$ cat src/rtl/enc_filter_pkg.sv
// Shared types and constants for the quadrature encoder input filter.
// The optional direction/step outputs are enabled by defining ENC_FILTER_DIR_EN.
package enc_filter_pkg;

  typedef enum logic {
    ENC_INIT = 1'b0,
    ENC_RUN  = 1'b1
  } enc_state_e;

  localparam int SYNC_STAGES_DEF = 2;
  localparam int FILT_CYCLES_DEF = 16;
  localparam int GLITCH_W_DEF    = 16;

  // Bits needed for a counter that spans 0..n-1.
  function automatic int cnt_width(input int n);
    return (n <= 2) ? 1 : $clog2(n);
  endfunction

  // Position of an A/B pair ([0]=A, [1]=B) along the forward sequence 00->01->11->10.
  function automatic logic [1:0] gray_idx(input logic [1:0] ab);
    logic [1:0] idx;
    idx = 2'd0;
    case (ab)
      2'b00: idx = 2'd0;
      2'b01: idx = 2'd1;
      2'b11: idx = 2'd2;
      2'b10: idx = 2'd3;
      default: idx = 2'd0;
    endcase
    return idx;
  endfunction

endpackage

$ cat src/rtl/enc_chan_filter.sv
// One encoder channel: synchroniser, stability-count debounce and glitch detect.
// Used twice by encoder_input_filter (ENC_FILTER_DIR_EN has no effect here).
module enc_chan_filter
  import enc_filter_pkg::*;
#(
  parameter int SYNC_STAGES = SYNC_STAGES_DEF,
  parameter int FILT_CYCLES = FILT_CYCLES_DEF
) (
  input  logic clk_i,
  input  logic rst_ni,
  input  logic raw_i,
  output logic out_o,
  output logic commit_o,
  output logic glitch_o,
  output logic stable_o
);

  localparam int            CW      = cnt_width(FILT_CYCLES);
  localparam logic [CW-1:0] CNT_MAX = CW'(FILT_CYCLES - 1);

  logic [SYNC_STAGES-1:0] sync_q;
  logic                   s;
  logic                   cand_q, cand_d;
  logic [CW-1:0]          cnt_q, cnt_d;
  logic                   out_q, out_d;

  assign s = sync_q[SYNC_STAGES-1];

  // The candidate counts its own first sample as cnt==0, so a level seen for
  // FILT_CYCLES consecutive samples commits in the cycle cnt reaches the maximum.
  always_comb begin
    cand_d = cand_q;
    cnt_d  = cnt_q;
    out_d  = out_q;
    if (s != cand_q) begin
      cand_d = s;
      cnt_d  = '0;
    end else begin
      if (cnt_q != CNT_MAX) cnt_d = cnt_q + CW'(1);
      if ((cnt_d == CNT_MAX) && (cand_q != out_q)) out_d = cand_q;
    end
  end

  always_ff @(posedge clk_i or negedge rst_ni) begin
    if (!rst_ni) begin
      sync_q <= '0;
      cand_q <= 1'b0;
      cnt_q  <= '0;
      out_q  <= 1'b0;
    end else begin
      sync_q <= {sync_q[SYNC_STAGES-2:0], raw_i};
      cand_q <= cand_d;
      cnt_q  <= cnt_d;
      out_q  <= out_d;
    end
  end

  // A pending level abandoned before commit: input fell back to the committed value.
  assign glitch_o = (cand_q != out_q) && (s == out_q);
  assign commit_o = (out_d != out_q);
  assign stable_o = (cnt_q == CNT_MAX);
  assign out_o    = out_q;

endmodule

$ cat src/rtl/encoder_input_filter.sv
// Quadrature A/B conditioner: two channel filters, INIT/RUN FSM, illegal-step flags,
// saturating glitch counter. Define ENC_FILTER_DIR_EN to add step_o/dir_o.
module encoder_input_filter
  import enc_filter_pkg::*;
#(
  parameter int SYNC_STAGES = SYNC_STAGES_DEF,
  parameter int FILT_CYCLES = FILT_CYCLES_DEF,
  parameter int GLITCH_W    = GLITCH_W_DEF
) (
  input  logic                clk_clk,
  input  logic                reset_reset_n,
  input  logic [1:0]          enc_raw_in,
  input  logic                err_clr_i,
  output logic [1:0]          enc_clean_out,
  output logic                illegal_step_o,
  output logic                err_sticky_o,
  output logic [GLITCH_W-1:0] glitch_cnt_o,
`ifdef ENC_FILTER_DIR_EN
  output logic                step_o,
  output logic                dir_o,
`endif
  output enc_state_e          state_o
);

  logic [1:0] chan_out, chan_commit, chan_glitch, chan_stable;

  for (genvar g = 0; g < 2; g++) begin : g_chan
    enc_chan_filter #(
      .SYNC_STAGES(SYNC_STAGES),
      .FILT_CYCLES(FILT_CYCLES)
    ) u_chan (
      .clk_i   (clk_clk),
      .rst_ni  (reset_reset_n),
      .raw_i   (enc_raw_in[g]),
      .out_o   (chan_out[g]),
      .commit_o(chan_commit[g]),
      .glitch_o(chan_glitch[g]),
      .stable_o(chan_stable[g])
    );
  end

  enc_state_e          state_q, state_d;
  logic                illegal_q, illegal_d;
  logic                sticky_q, sticky_d;
  logic [GLITCH_W-1:0] glitch_q, glitch_d;
  logic [1:0]          glitch_inc;
  logic [GLITCH_W:0]   glitch_sum;

  always_comb begin
    state_d = state_q;
    case (state_q)
      ENC_INIT: if (&chan_stable) state_d = ENC_RUN;
      ENC_RUN:  state_d = ENC_RUN;
      default:  state_d = ENC_INIT;
    endcase
  end

  // Power-up commits happen in INIT, so a 00->11 first level never flags.
  always_comb begin
    illegal_d = (state_q == ENC_RUN) && (&chan_commit);
    sticky_d  = sticky_q;
    if (illegal_d)      sticky_d = 1'b1;
    else if (err_clr_i) sticky_d = 1'b0;
  end

  assign glitch_inc = {1'b0, chan_glitch[0]} + {1'b0, chan_glitch[1]};
  assign glitch_sum = {1'b0, glitch_q} + (GLITCH_W + 1)'(glitch_inc);
  assign glitch_d   = glitch_sum[GLITCH_W] ? '1 : glitch_sum[GLITCH_W-1:0];

  always_ff @(posedge clk_clk or negedge reset_reset_n) begin
    if (!reset_reset_n) begin
      state_q   <= ENC_INIT;
      illegal_q <= 1'b0;
      sticky_q  <= 1'b0;
      glitch_q  <= '0;
    end else begin
      state_q   <= state_d;
      illegal_q <= illegal_d;
      sticky_q  <= sticky_d;
      glitch_q  <= glitch_d;
    end
  end

`ifdef ENC_FILTER_DIR_EN
  logic       step_q, step_d;
  logic       dir_q, dir_d;
  logic [1:0] out_next;

  assign out_next = chan_out ^ chan_commit;

  // Exactly one bit committing in RUN is a legal quadrature step.
  always_comb begin
    step_d = (state_q == ENC_RUN) && (^chan_commit);
    dir_d  = dir_q;
    if (step_d) dir_d = (gray_idx(out_next) == (gray_idx(chan_out) + 2'd1));
  end

  always_ff @(posedge clk_clk or negedge reset_reset_n) begin
    if (!reset_reset_n) begin
      step_q <= 1'b0;
      dir_q  <= 1'b0;
    end else begin
      step_q <= step_d;
      dir_q  <= dir_d;
    end
  end

  assign step_o = step_q;
  assign dir_o  = dir_q;
`endif

  assign enc_clean_out  = chan_out;
  assign illegal_step_o = illegal_q;
  assign err_sticky_o   = sticky_q;
  assign glitch_cnt_o   = glitch_q;
  assign state_o        = state_q;

endmodule

$ cat config.mk
export PLATFORM = sky130hd
export DESIGN_NAME = encoder_input_filter
export DESIGN_NICKNAME = d
export VERILOG_FILES = /design/src/rtl/enc_filter_pkg.sv /design/src/rtl/enc_chan_filter.sv /design/src/rtl/encoder_input_filter.sv
export SDC_FILE = /design/constraint.sdc
export NUM_CORES = 1
export LEC_CHECK = 0
export BUFFER_PORTS_ARGS = -buffer_cell sky130_fd_sc_hd__buf_2
export CELL_PAD_IN_SITES_DETAIL_PLACEMENT = 1
export CELL_PAD_IN_SITES_GLOBAL_PLACEMENT = 2
export CORE_AREA = 2 2 71 73
export CTS_BUF_LIST = sky130_fd_sc_hd__clkbuf_4 sky130_fd_sc_hd__clkbuf_8 sky130_fd_sc_hd__clkbuf_16
export CTS_CLUSTER_DIAMETER = 120
export DETAILED_ROUTE_END_ITERATION = 16
export DIE_AREA = 0 0 73 75
export PLACE_DENSITY = 0.85
export SYNTH_ARGS = -nofsm -noshare
export SYNTH_HDL_FRONTEND = slang
export SYNTH_HIERARCHICAL = 1
export SYNTH_SLANG_ARGS = --single-unit
$ cat constraint.sdc
create_clock -name clk_clk -period 3.3 [get_ports clk_clk]
set_input_delay 0.495 -clock clk_clk [delete_from_list [all_inputs] [get_ports clk_clk]]
set_output_delay 0.495 -clock clk_clk [all_outputs]
set_load 0.01 [all_outputs]
**After elaboration in Yosys (flattened, before gate mapping)**

Index checks and enable logic that the tools add are counted.

- $add $sub $neg: 4
- Equal/unequal tests: 14
- Muxes and demuxes: 15
- Bitwise gates (word level): 1
- Reduce and logical (&&, ||, !) cells: 8

Operators with widths:

| kind | number |
|---|---|
| two-way mux 4 bit | 6 |
| adder 16 x 2 -> 17 bit | 1 |
| equality test 4 bit, second input constant | 4 |
| two-way mux 16 bit | 1 |
| adder 4 x 1 -> 4 bit, second input constant | 2 |
| != test 4 bit, second input constant | 2 |
| two-way mux 1 bit | 7 |
| != test 1 bit | 6 |
| logical AND 1 bit | 5 |
| AND reduction 2 bit | 2 |
| adder 1 x 1 -> 2 bit | 1 |
| equality test 1 bit | 2 |
| one-hot mux 1 bit (2 select lines) | 1 |
| nonzero test 2 bit | 1 |
| inverter 1 bit | 1 |

- Register bits: 35
- Input port bits: 5
- Output and inout bits: 21

**Longest topological paths before layout**

- Depth after elaboration: 11
- Mapped depth: 11

**By module**

The synthesis kept the hierarchy.

Modules (own cells, without submodules):

| module | instances | cells each | area each (µm²) | seq. area each (µm²) |
|---|---|---|---|---|
| encoder_input_filter | 1 | 89 | 945.9 | 475.5 |
| enc_chan_filter | 2 | 39 | 394.1 | 200.2 |

**Worst setup path before layout**

Ideal clock, no wire load.

- Path kind: register -> register
- From: register g_chan[0].u_chan.out_q
- To: register glitch_q[14] (netlist: glitch_cnt_o[14])
- Library setup time: 0.122 ns
- Data arrival time: 2.119 ns
- Setup slack: 1.059 ns
- Stages on the path, launching flop included: 11
- Path buffers: 0
- Clock period less this slack: 2.241 ns
- Path through: dfrtp_1 -> nand2b_1 -> o22ai_1 -> inv_1 -> fa_1 -> inv_1 -> ha_1 -> nand4_1 -> nor4_2 -> xnor2_1 -> nand2_1

- Word-level cells in the longest chain between the ends: 5
- Elaborated cells between the ends (all ways): 6

Ends and longest elaborated chain:

| what | RTL line | RTL |
|---|---|---|
| start, declared | enc_chan_filter.sv:25 | `logic out_q, out_d;` |
| start signal, assigned | enc_chan_filter.sv:54 | `out_q <= out_d;` |
| != test 1 bit or equality test 1 bit (tied branches) | enc_chan_filter.sv:59 | `assign glitch_o = (cand_q != out_q) && (s == out_q);` |
| logical AND 1 bit (*) | enc_chan_filter.sv:59 |  |
| via chan_glitch[0] | encoder_input_filter.sv:25 | `logic [1:0] chan_out, chan_commit, chan_glitch, chan_stable;` |
| adder 1 x 1 -> 2 bit (*) | encoder_input_filter.sv:66 | `assign glitch_inc = {1'b0, chan_glitch[0]} + {1'b0, chan_glitch[1]};` |
| adder 16 x 2 -> 17 bit (*) | encoder_input_filter.sv:67 | `assign glitch_sum = {1'b0, glitch_q} + (GLITCH_W + 1)'(glitch_inc);` |
| two-way mux 16 bit (*) | encoder_input_filter.sv:68 | `assign glitch_d = glitch_sum[GLITCH_W] ? '1 : glitch_sum[GLITCH_W-1:0];` |
| via glitch_d[14] | encoder_input_filter.sv:45 | `logic [GLITCH_W-1:0] glitch_q, glitch_d;` |
| end signal, assigned | encoder_input_filter.sv:80 | `glitch_q <= glitch_d;` |
| end, declared | encoder_input_filter.sv:45 |  |

The timed path passes the listed nets; every way through them passes the cells marked *.
A chain may end at the register's enable or synchronous reset.

**Final worst setup path**

- From: register g_chan[0].u_chan.out_q
- To: register glitch_q[10] (netlist: glitch_cnt_o[10])

Same word-level chain as after synthesis.

==> impl_metrics.toml <==
[critical_path]
path_class = "reg2reg"
worstRegToRegCells = 10
r2r-end = "glitch_cnt_o[10]"
worstReg2RegStart = "g_chan[0].u_chan/out_o"
cp.required_ns = 3.47
crit_path_start_kind = "register"
cp.arrival_ns = 2.63
worstPathMaxFanout = 6
endpoint_kind = "register"
ff2ff_setup_slack_ns = 0.84

[power_and_ir_drop]
power_frac_clock_pct = 31.2
p_per_area_mw_per_mm2 = 564.2
combPwrFrac_pct = 18.6
swShare_pct = 31.20
p_switching_w = 0.0003529
seq_power_share_pct = 50.2
p_leak_nw = 1.015
irDropWorstVdd_uv = 321.1
p_int_w = 0.0007781
p_total_w = 0.001131

[drt]
antenna_left = 0
drtIter0Drc = 39
dr_total_vias = 1278
drc = 0
viasPerCell = 5.133
wl_per_cell_um = 15.20
dr.pass1.iters = 4
routed_wl_mm = 3.785

[clocking]
insertion_delay_ns = 0.29
ctsResizeCount = 0
post_cts_buffers = 0
cts_root_buf = "clkbuf_8"
cts_sinks = 35
cts_buffers = 5
clock_path_buffers = 2
cts_hold_buffers = 0
h-tree-depth = 2
cts_tree = "done"
path_clk_slew_ns = 0.07

[finish]
syn_to_final_growth_pct = 15.58
stdcell_count = 249
multi_input_area_um2 = 775.7
n_fill_cell = 541
antennaDiodeCount = 0
register_area_um2 = 875.8
final_common_cell = "dfrtp_1"
layout.nets = 203
drive_gt1_share_pct = 25.13
final_util_pct = 43.01
final_cell_mix = "35 x dfrtp_1, 25 x buf_2, 20 x nand2_1"

[global_routing]
grt_pass1_vias = 1298
grt_max_degree = 36
grt_pass1_wl_mm = 6.279
antenna_found_initial = 0
grt-ovfl-total = 0
grt_util_all_layers_pct = 15.35

[timing]
period_needed_ns = 2.461
post-route-period-util_pct = 74.56
worst_pin_slew_ns = 0.7854
finalMaxSlewViolations = 0
fmaxAchievable_ghz = 0.4064
finalSetupViolCount = 0
rsz0062_at_grt = "no"
slew_headroom_pct = 47.64
hold_viol = 0
finalSetupTns_ns = 0
fin_skew_ns = 0.002725

[floorplan]
floorplan.die.width_um = 73
die_y_um = 75
initial_utilization_pct = 37.21
core-area_mm2 = 0.004661
boundaryPins = 26
dieArea_mm2 = 0.005475
rows = 25

[placed_design]
hpwl_mm = 2.762
gp_congestion = 0.7337
numPortBuffers = 25
placedCellCount = 241

[synthesis]
synth_nets = 176
yosys_warnings = 6
ys_ff_latch = 35
yosysUniqueCellTypes = 33
synth_top_area_cell = "dfrtp_1"
synthCells = 167
yosysSeqAreaShare_pct = 50.51
synth_area_per_cell_um2 = 10.38
syn_area_mm2 = 0.001734
yosys-top-cells-area = "dfrtp_1 51%, xnor2_1 6.6%, nand2_1 4.3%"
synth_top_area_share_pct = 50.51

[run]
max_cap_viol_count = 0

[min_path]
hold_class = "in2async"

[outcome]
status = "finished clean"
==> power by group through the flow <==
| stage | combinational (W) | sequential (W) | clock (W) |
|---|---|---|---|
| 2_1_floorplan | 0.000117 | 0.000575 | 0 |
| 3_3_place_gp | 0.000207 | 0.000568 | 0 |
| 3_5_place_dp | 0.000215 | 0.000574 | 0 |
| 4_1_cts | 0.000216 | 0.000568 | 0.000365 |
| 5_1_grt | 0.000239 | 0.000579 | 0.000383 |
| 6_report | 0.000210 | 0.000568 | 0.000353 |
==> layout make-up <==
class                      instances  share of cell area [%]
tap                               54                   3.371
multi-input combinational        112                   38.70
inverter                          15                   2.809
timing repair buffer              25                   6.242
clock buffer                       8                   5.181
sequential                        35                   43.70
==> sequential cells by signal, indices dropped and copies added, names as in the netlist <==
signal                flops
g_chan.u_chan/sync_q      4
g_chan.u_chan/cand_q      2
err_sticky_o              1
state_o                   1
glitch_cnt_o             16
g_chan.u_chan/out_o       2
g_chan.u_chan/cnt_q       8
illegal_step_o            1
==> worst max path at each step <==
stage / start / endpoint / depth (start not counted)
after global routing: g_chan[0].u_chan/out_o / glitch_cnt_o[1] / 10
after floorplan: g_chan[0].u_chan/out_o / glitch_cnt_o[14] / 10
after CTS: g_chan[0].u_chan/out_o / glitch_cnt_o[1] / 10
final: g_chan[0].u_chan/out_o / glitch_cnt_o[10] / 10
after detailed placement: g_chan[0].u_chan/out_o / glitch_cnt_o[1] / 10
after global placement: g_chan[1].u_chan/out_o / glitch_cnt_o[14] / 10
==> cell usage after synthesis <==
cell type  instances
dfrtp_1           35
nand2_1           20
inv_1             15
xnor2_1           13
nor2_1            10
nor3_1            10
nand3_1            8
xor2_1             6
a211oi_1           4
and3_2             4
clkbuf_1           4
ha_1               3
nand2b_1           3
nor4_2             3
a21o_1             2
a31oi_1            2
and4_2             2
mux2i_1            2
nand4_1            2
nand4_2            2
o22ai_1            2
o2bb2a_1           2
o31ai_1            2
or2_2              2
and3_1             1
buf_6              1
fa_1               1
nand3_2            1
nand3b_1           1
nand4_4            1
nand4b_1           1
nor2_2             1
o21a_1             1
==> worst max-delay path, stage by stage, from the launching register on <==
cell and delay [ns]:
dfrtp_1 0.44, nand2b_1 0.17, o22ai_1 0.15, inv_1 0.07, fa_1 0.42, inv_1 0.09
ha_1 0.22, nand4_1 0.22, nor3_1 0.32, xnor2_1 0.16, nand2_1 0.07
==> kinds of logic after synthesis <==
family / synth area share, %
AOI/OAI and AO/OA: 6.493
xor gates and xnor gates: 9.596
adders and majority gates: 3.319
buffers and inverters: 4.761
DFF: 50.51
muxes: 1.154
and+or+nand+nor: 24.17
==> metrics by stage <==
step	hold WS, ns	area [um2]	worst slack, ns
CTS	0.2962	2004	0.8350
detailed placement	0.3371	1901	0.8251
finish	0.2774	2004	0.8394
global route	0.2933	2004	0.5691
global placement	0.3339	1901	0.9834
floorplan	0.1994	1734	1.059
==> layer usage <==
metal	vias up	track usage (%)	part of all wire [%]
li1	619	-	-
met1	626	18.34	44
met2	27	26.13	51
met3	6	4.418	3.9
met4	0	6.173	1.7
met5	-	0	0
Power figures use the tool's default switching activity.
